==> config.mk <==
export PLATFORM = sky130hd
export DESIGN_NAME = uart_rx_fifo
export DESIGN_NICKNAME = d
export VERILOG_FILES = /design/src/rtl/uart_pkg.sv /design/src/rtl/uart_fifo_mem.sv /design/src/rtl/uart_rx_fifo.sv
export SDC_FILE = /design/constraint.sdc
export NUM_CORES = 1
export LEC_CHECK = 0
export ABC_CLOCK_PERIOD_IN_PS = 2100
export CAP_MARGIN = 15
export CORE_MARGIN = 2
export CORE_UTILIZATION = 41
export CTS_CLUSTER_DIAMETER = 50
export DETAILED_ROUTE_END_ITERATION = 8
export HOLD_SLACK_MARGIN = 0.03
export PLACE_DENSITY = 0.65
export SLEW_MARGIN = 20
export SYNTH_ARGS = -nofsm -noshare
export SYNTH_HDL_FRONTEND = slang
export SYNTH_SLANG_ARGS = --single-unit
==> constraint.sdc <==
create_clock -name clk -period 2.1 [get_ports clk]
set_clock_uncertainty 0.1 [all_clocks]
set_input_delay 0.21 -clock clk [delete_from_list [all_inputs] [get_ports clk]]
set_output_delay 0.21 -clock clk [all_outputs]
set_load 0.1 [all_outputs]
==> src/rtl/uart_pkg.sv <==
`default_nettype none
// ============================================================================
// Module      : uart_pkg
// Description : Shared UART constants: default RX FIFO depth and the UART
//               register map offsets.
// Revision    : 1.0 - initial release
// ============================================================================
package uart_pkg;

    localparam int DEFAULT_DEPTH = 16;

    localparam logic [3:0] UART_RX_DATA_ADDR  = 4'h0;
    localparam logic [3:0] UART_RX_AVAIL_ADDR = 4'h4;
    localparam logic [3:0] UART_RX_COUNT_ADDR = 4'h8;
    localparam logic [3:0] UART_OVF_ADDR      = 4'hC;

endpackage
`default_nettype wire

==> src/rtl/uart_fifo_mem.sv <==
`default_nettype none
// ============================================================================
// Module      : uart_fifo_mem
// Description : DEPTH x DATA_W storage array, one write port, async read.
// Revision    : 1.0 - initial release
// ============================================================================
module uart_fifo_mem #(
    parameter int DEPTH  = 16,
    parameter int DATA_W = 8,
    parameter int ADDR_W = 4
) (
    input  logic              clk,
    input  logic              we,
    input  logic [ADDR_W-1:0] waddr,
    input  logic [DATA_W-1:0] wdata,
    input  logic [ADDR_W-1:0] raddr,
    output logic [DATA_W-1:0] rdata
);

    // Contents are intentionally left unreset; validity is tracked by the
    // pointer/count logic in the parent.
    logic [DATA_W-1:0] r_mem [DEPTH];

    always_ff @(posedge clk) begin
        if (we) begin
            r_mem[waddr] <= wdata;
        end
    end

    assign rdata = r_mem[raddr];

endmodule
`default_nettype wire

==> src/rtl/uart_rx_fifo.sv <==
`default_nettype none
// ============================================================================
// Module      : uart_rx_fifo
// Description : UART receive FIFO, first-word fall-through, drop-on-full with
//               sticky overflow flag, flush and overflow clear controls.
// Revision    : 1.0 - initial release
// ============================================================================
module uart_rx_fifo
    import uart_pkg::*;
#(
    parameter int DEPTH  = DEFAULT_DEPTH,
    parameter int DATA_W = 8
) (
    input  logic                     clk,
    input  logic                     rst_n,
    input  logic [DATA_W-1:0]        rx_data,
    input  logic                     rx_data_valid,
    output logic                     rx_data_ready,
    input  logic                     pop,
    input  logic                     flush,
    input  logic                     ovf_clr,
    output logic [DATA_W-1:0]        data_o,
    output logic                     avail,
    output logic                     full,
    output logic [$clog2(DEPTH):0]   count,
    output logic                     overflow
);

    localparam int c_ptr_w = $clog2(DEPTH);
    localparam int c_cnt_w = c_ptr_w + 1;
    localparam logic [c_cnt_w-1:0] c_depth = c_cnt_w'(DEPTH);

    logic [c_ptr_w-1:0] r_wr_ptr;
    logic [c_ptr_w-1:0] r_rd_ptr;
    logic [c_cnt_w-1:0] r_count;
    logic               r_overflow;

    logic               w_full;
    logic               w_avail;
    logic               w_pop;
    logic               w_push;
    logic               w_drop;
    logic               w_we;
    logic [DATA_W-1:0]  w_head;

    assign w_full  = (r_count == c_depth);
    assign w_avail = (r_count != '0);
    assign w_pop   = pop && w_avail;
    // A pop in the same cycle frees the slot the incoming byte lands in.
    assign w_push  = rx_data_valid && (!w_full || w_pop);
    assign w_drop  = rx_data_valid && w_full && !w_pop;
    assign w_we    = w_push && !flush;

    uart_fifo_mem #(
        .DEPTH  (DEPTH),
        .DATA_W (DATA_W),
        .ADDR_W (c_ptr_w)
    ) u_mem (
        .clk   (clk),
        .we    (w_we),
        .waddr (r_wr_ptr),
        .wdata (rx_data),
        .raddr (r_rd_ptr),
        .rdata (w_head)
    );

    always_ff @(posedge clk or negedge rst_n) begin
        if (!rst_n) begin
            r_wr_ptr   <= '0;
            r_rd_ptr   <= '0;
            r_count    <= '0;
            r_overflow <= 1'b0;
        end else if (flush) begin
            r_wr_ptr   <= '0;
            r_rd_ptr   <= '0;
            r_count    <= '0;
            r_overflow <= 1'b0;
        end else begin
            if (w_push) begin
                r_wr_ptr <= r_wr_ptr + c_ptr_w'(1);
            end
            if (w_pop) begin
                r_rd_ptr <= r_rd_ptr + c_ptr_w'(1);
            end
            case ({w_push, w_pop})
                2'b10:   r_count <= r_count + c_cnt_w'(1);
                2'b01:   r_count <= r_count - c_cnt_w'(1);
                default: r_count <= r_count;
            endcase
            if (w_drop) begin
                r_overflow <= 1'b1;
            end else if (ovf_clr) begin
                r_overflow <= 1'b0;
            end
        end
    end

    assign rx_data_ready = 1'b1;
    assign data_o        = w_avail ? w_head : '0;
    assign avail         = w_avail;
    assign full          = w_full;
    assign count         = r_count;
    assign overflow      = r_overflow;

endmodule
`default_nettype wire
==> run_results.csv <==
group,metric,value,unit
worst_hold_path,min-delay-start,"ovf_clr",
worst_setup_path,rr_endpoint,"count[4]",
drt,final_antenna_net_count,0,
status,status,"finished with violations",
worst_setup_path,cp-end-kind,"output port",
die,chipWidth,125,microns
yosys,synth_edf_count,128,
final_layout,diodes,0,
final_layout,area_delta_synth_final,27.6,%
yosys,synth.net_count,334,
timing,finalSetupViolCount,15,
die,die-area,15700,sq um
global_routing,grt_start_max_net_pins,24,
die,rows,44,
drt,drt_pre_antenna_iters,4,
timing,slew_headroom,58.7,%
drt,drtIter0Drc,264,
placement,post-place-ws,-0.312,ns
timing,period_needed,2.76,ns
clock_tree,clk-insertion-delay-late,0.42,ns
yosys,synth_seq_cells,142,
global_routing,antenna_found_initial,0,
timing,finalHoldViolCount,0,
yosys,ys_top_cells_by_count,"edfxtp_1 (128), nor2_1 (31), mux4_2 (30), dfrtp_1 (14), mux4_1 (10)",
clock_tree,clock-sinks,142,
power,p_total,10300,uW
final_layout,layout-drive-gt1-share,45.7,%
final_layout,fillers,1112,
drt,drc,0,
clock_tree,cts_tree,"built",
yosys,syn_inst,311,
worst_hold_path,min_to,"overflow",
final_layout,fin_nets,408,
worst_setup_path,crit_path_start_kind,"flip-flop",
timing,max_freq,0.363,GHz
global_routing,grt_pass1_vias,3328,
yosys,ys_seq_area_share,69.3,%
yosys,yosysTopAreaCell,"edfxtp_1",
worst_setup_path,required,1.79,ns
die,fp.coreArea,14500,sq um
power,ir_worst_vdd,0.842,mV
placement,portBuffers,29,
clock_tree,htree_levels,4,
drt,num_vias,3120,
worst_setup_path,critPathArrivalTime,2.45,ns
global_routing,grt_util_all_layers,16.8,%
timing,drv_slew,0,
clock_tree,numCtsBuffers,17,
yosys,synthArstFlopShare,9.86,%
clock_tree,cts_buffer_depth,2,
yosys,syn-mean-instance-area,19.5,sq um
yosys,synth_top_area_share,63.5,%
drt,wirelength,12300,microns
worst_setup_path,critPathMaxFanout,14,
power,leakagePower,0.00260,uW
global_routing,overflow,0,
timing,hold_slack,0.312,ns
global_routing,grt_pass1_wl,19400,microns
timing,layout_setup_ws,-0.658,ns
yosys,synth_area,6050,sq um
timing,grt_setup_unrepaired,"true",
worst_setup_path,reg2reg_slack,-0.12,ns
placement,globalplace.congestion,0.774,
drt,vias_per_cell,5.36,
final_layout,final_util,53.3,%
timing,tightest_slew,0.619,ns
yosys,ys_types,43,
timing,min_period_over_period,131,%
worst_hold_path,whs_path_depth,3,
yosys,yosysMostFrequentCell,"edfxtp_1",
die,die_y,125,microns
worst_hold_path,hold_path.class,"in -> reg",
clock_tree,clk_pin_slew,0.06,ns
clock_tree,root_buffer,"clkbuf_16",
status,violations,"negative setup slack",
die,num_io_pins,31,
placement,dpl_cell_area,6990,sq um
placement,dpl.hpwl,7890,microns
die,start_util,41.8,%
worst_setup_path,crit-reg2reg-launch,"count[1]",
yosys,yosys-top-cells-area,"edfxtp_1 (64%), mux4_2 (11%), dfrtp_1 (5.8%), mux4_1 (4.3%), nor2_1 (1.9%)",
yosys,yosysWarnings,0,
power,powerDensity,1340,nW/um^2
worst_setup_path,r2r_cells,10,
worst_setup_path,crit_type,"reg -> out",
flow_run,maxCapViolCount,0,
yosys,synth_ff_type,"edfxtp_1",
drt,wl_per_cell,21.2,microns
final_layout,postLayoutCellArea,7720,sq um
==> report_power, final <==
part | switching, uW | internal (uW)
Sequential | 71.2 | 3190
Combinational | 2350 | 1820
Clock | 1250 | 1670
Total | 3670 | 6670
==> stage by stage <==
stage | instances | setup TNS (ns)
floorplan | 311 | -36.45
global placement | 543 | -12.55
detailed placement | 543 | -14.83
CTS | 581 | -5.80
global route | 582 | -6.51
finish | 582 | -5.67
==> final cells by class <==
type,instances,area [sq um],area share (%)
clock buffers,17,425,5.51
clock inverters,15,155,2.01
inverters,7,32.5,0.421
multi-input cells,145,1890,24.4
flip-flops and latches,142,4210,54.5
well taps,184,230,2.98
repair buffers,72,781,10.1
==> worst max-delay path: stages, from the launching register on <==
cell and delay [ns]:
dfrtp_2 0.42, buf_12 0.18, mux4_1 0.57, mux4_2 0.46, and2_2 0.22, buf_12 0.16
==> cells by family (layout without fill, tap and decap cells) <==
| logic type | Yosys count | count (layout) | synth area share [%] |
|---|---|---|---|
| other | 1 | 1 | 0.0620 |
| muxes | 48 | 48 | 16.9 |
| xor gates and xnor gates | 6 | 6 | 0.868 |
| and+or+nand+nor | 67 | 67 | 5.42 |
| buffers and inverters | 24 | 111 | 3.49 |
| AOI/OAI and AO/OA | 14 | 14 | 1.96 |
| DFF | 142 | 142 | 69.3 |
| adders and majority gates | 9 | 9 | 1.98 |
==> what timing repair did <==
item,in CTS,in global routing
resized for setup,30,11
hold buffers,1,0
setup endpoints to repair,140,94
setup buffers,5,3
hold endpoints to repair,14,0
pin swaps,15,2
==> placed cells by master (no fill, tap or decap), types with 5 or more instances in the layout <==
cell type / instances
ha_1: 6
dfrtp_1: 8
clkbuf_16: 17
buf_12: 14
and2_4: 7
inv_1: 5
buf_4: 36
nor2_4: 13
nor2_2: 6
edfxtp_1: 128
mux4_2: 35
inv_6: 5
clkdlybuf4s50_1: 13
mux4_1: 5
buf_6: 8
nor2_1: 12
==> flip-flops by register name, indices dropped and copies added (netlist names) <==
signal,count
r_wr_ptr,4
u_mem.r_mem,128
count,5
overflow,1
r_rd_ptr,4
==> routing by layer <==
metal	vias up	routed length, microns	global-route usage [%]
met4	0	176	5.49
met2	84	6110	26.7
met1	1625	5500	23.1
met5	-	0	0
li1	1395	-	-
met3	16	529	4.11
==> worst max path at each step <==
stage / startpoint / end / slack [ns]
2_1_floorplan: count[4] / count[4] / -0.36
3_3_place_gp: flush / u_mem.r_mem[13][6] / -0.30
3_5_place_dp: flush / u_mem.r_mem[9][3] / -0.31
4_1_cts: r_rd_ptr[0] / data_o[0] / -0.67
5_1_grt: r_rd_ptr[0] / data_o[0] / -0.71
6_report: r_rd_ptr[0] / data_o[0] / -0.66
Power figures use the tool's default switching activity.
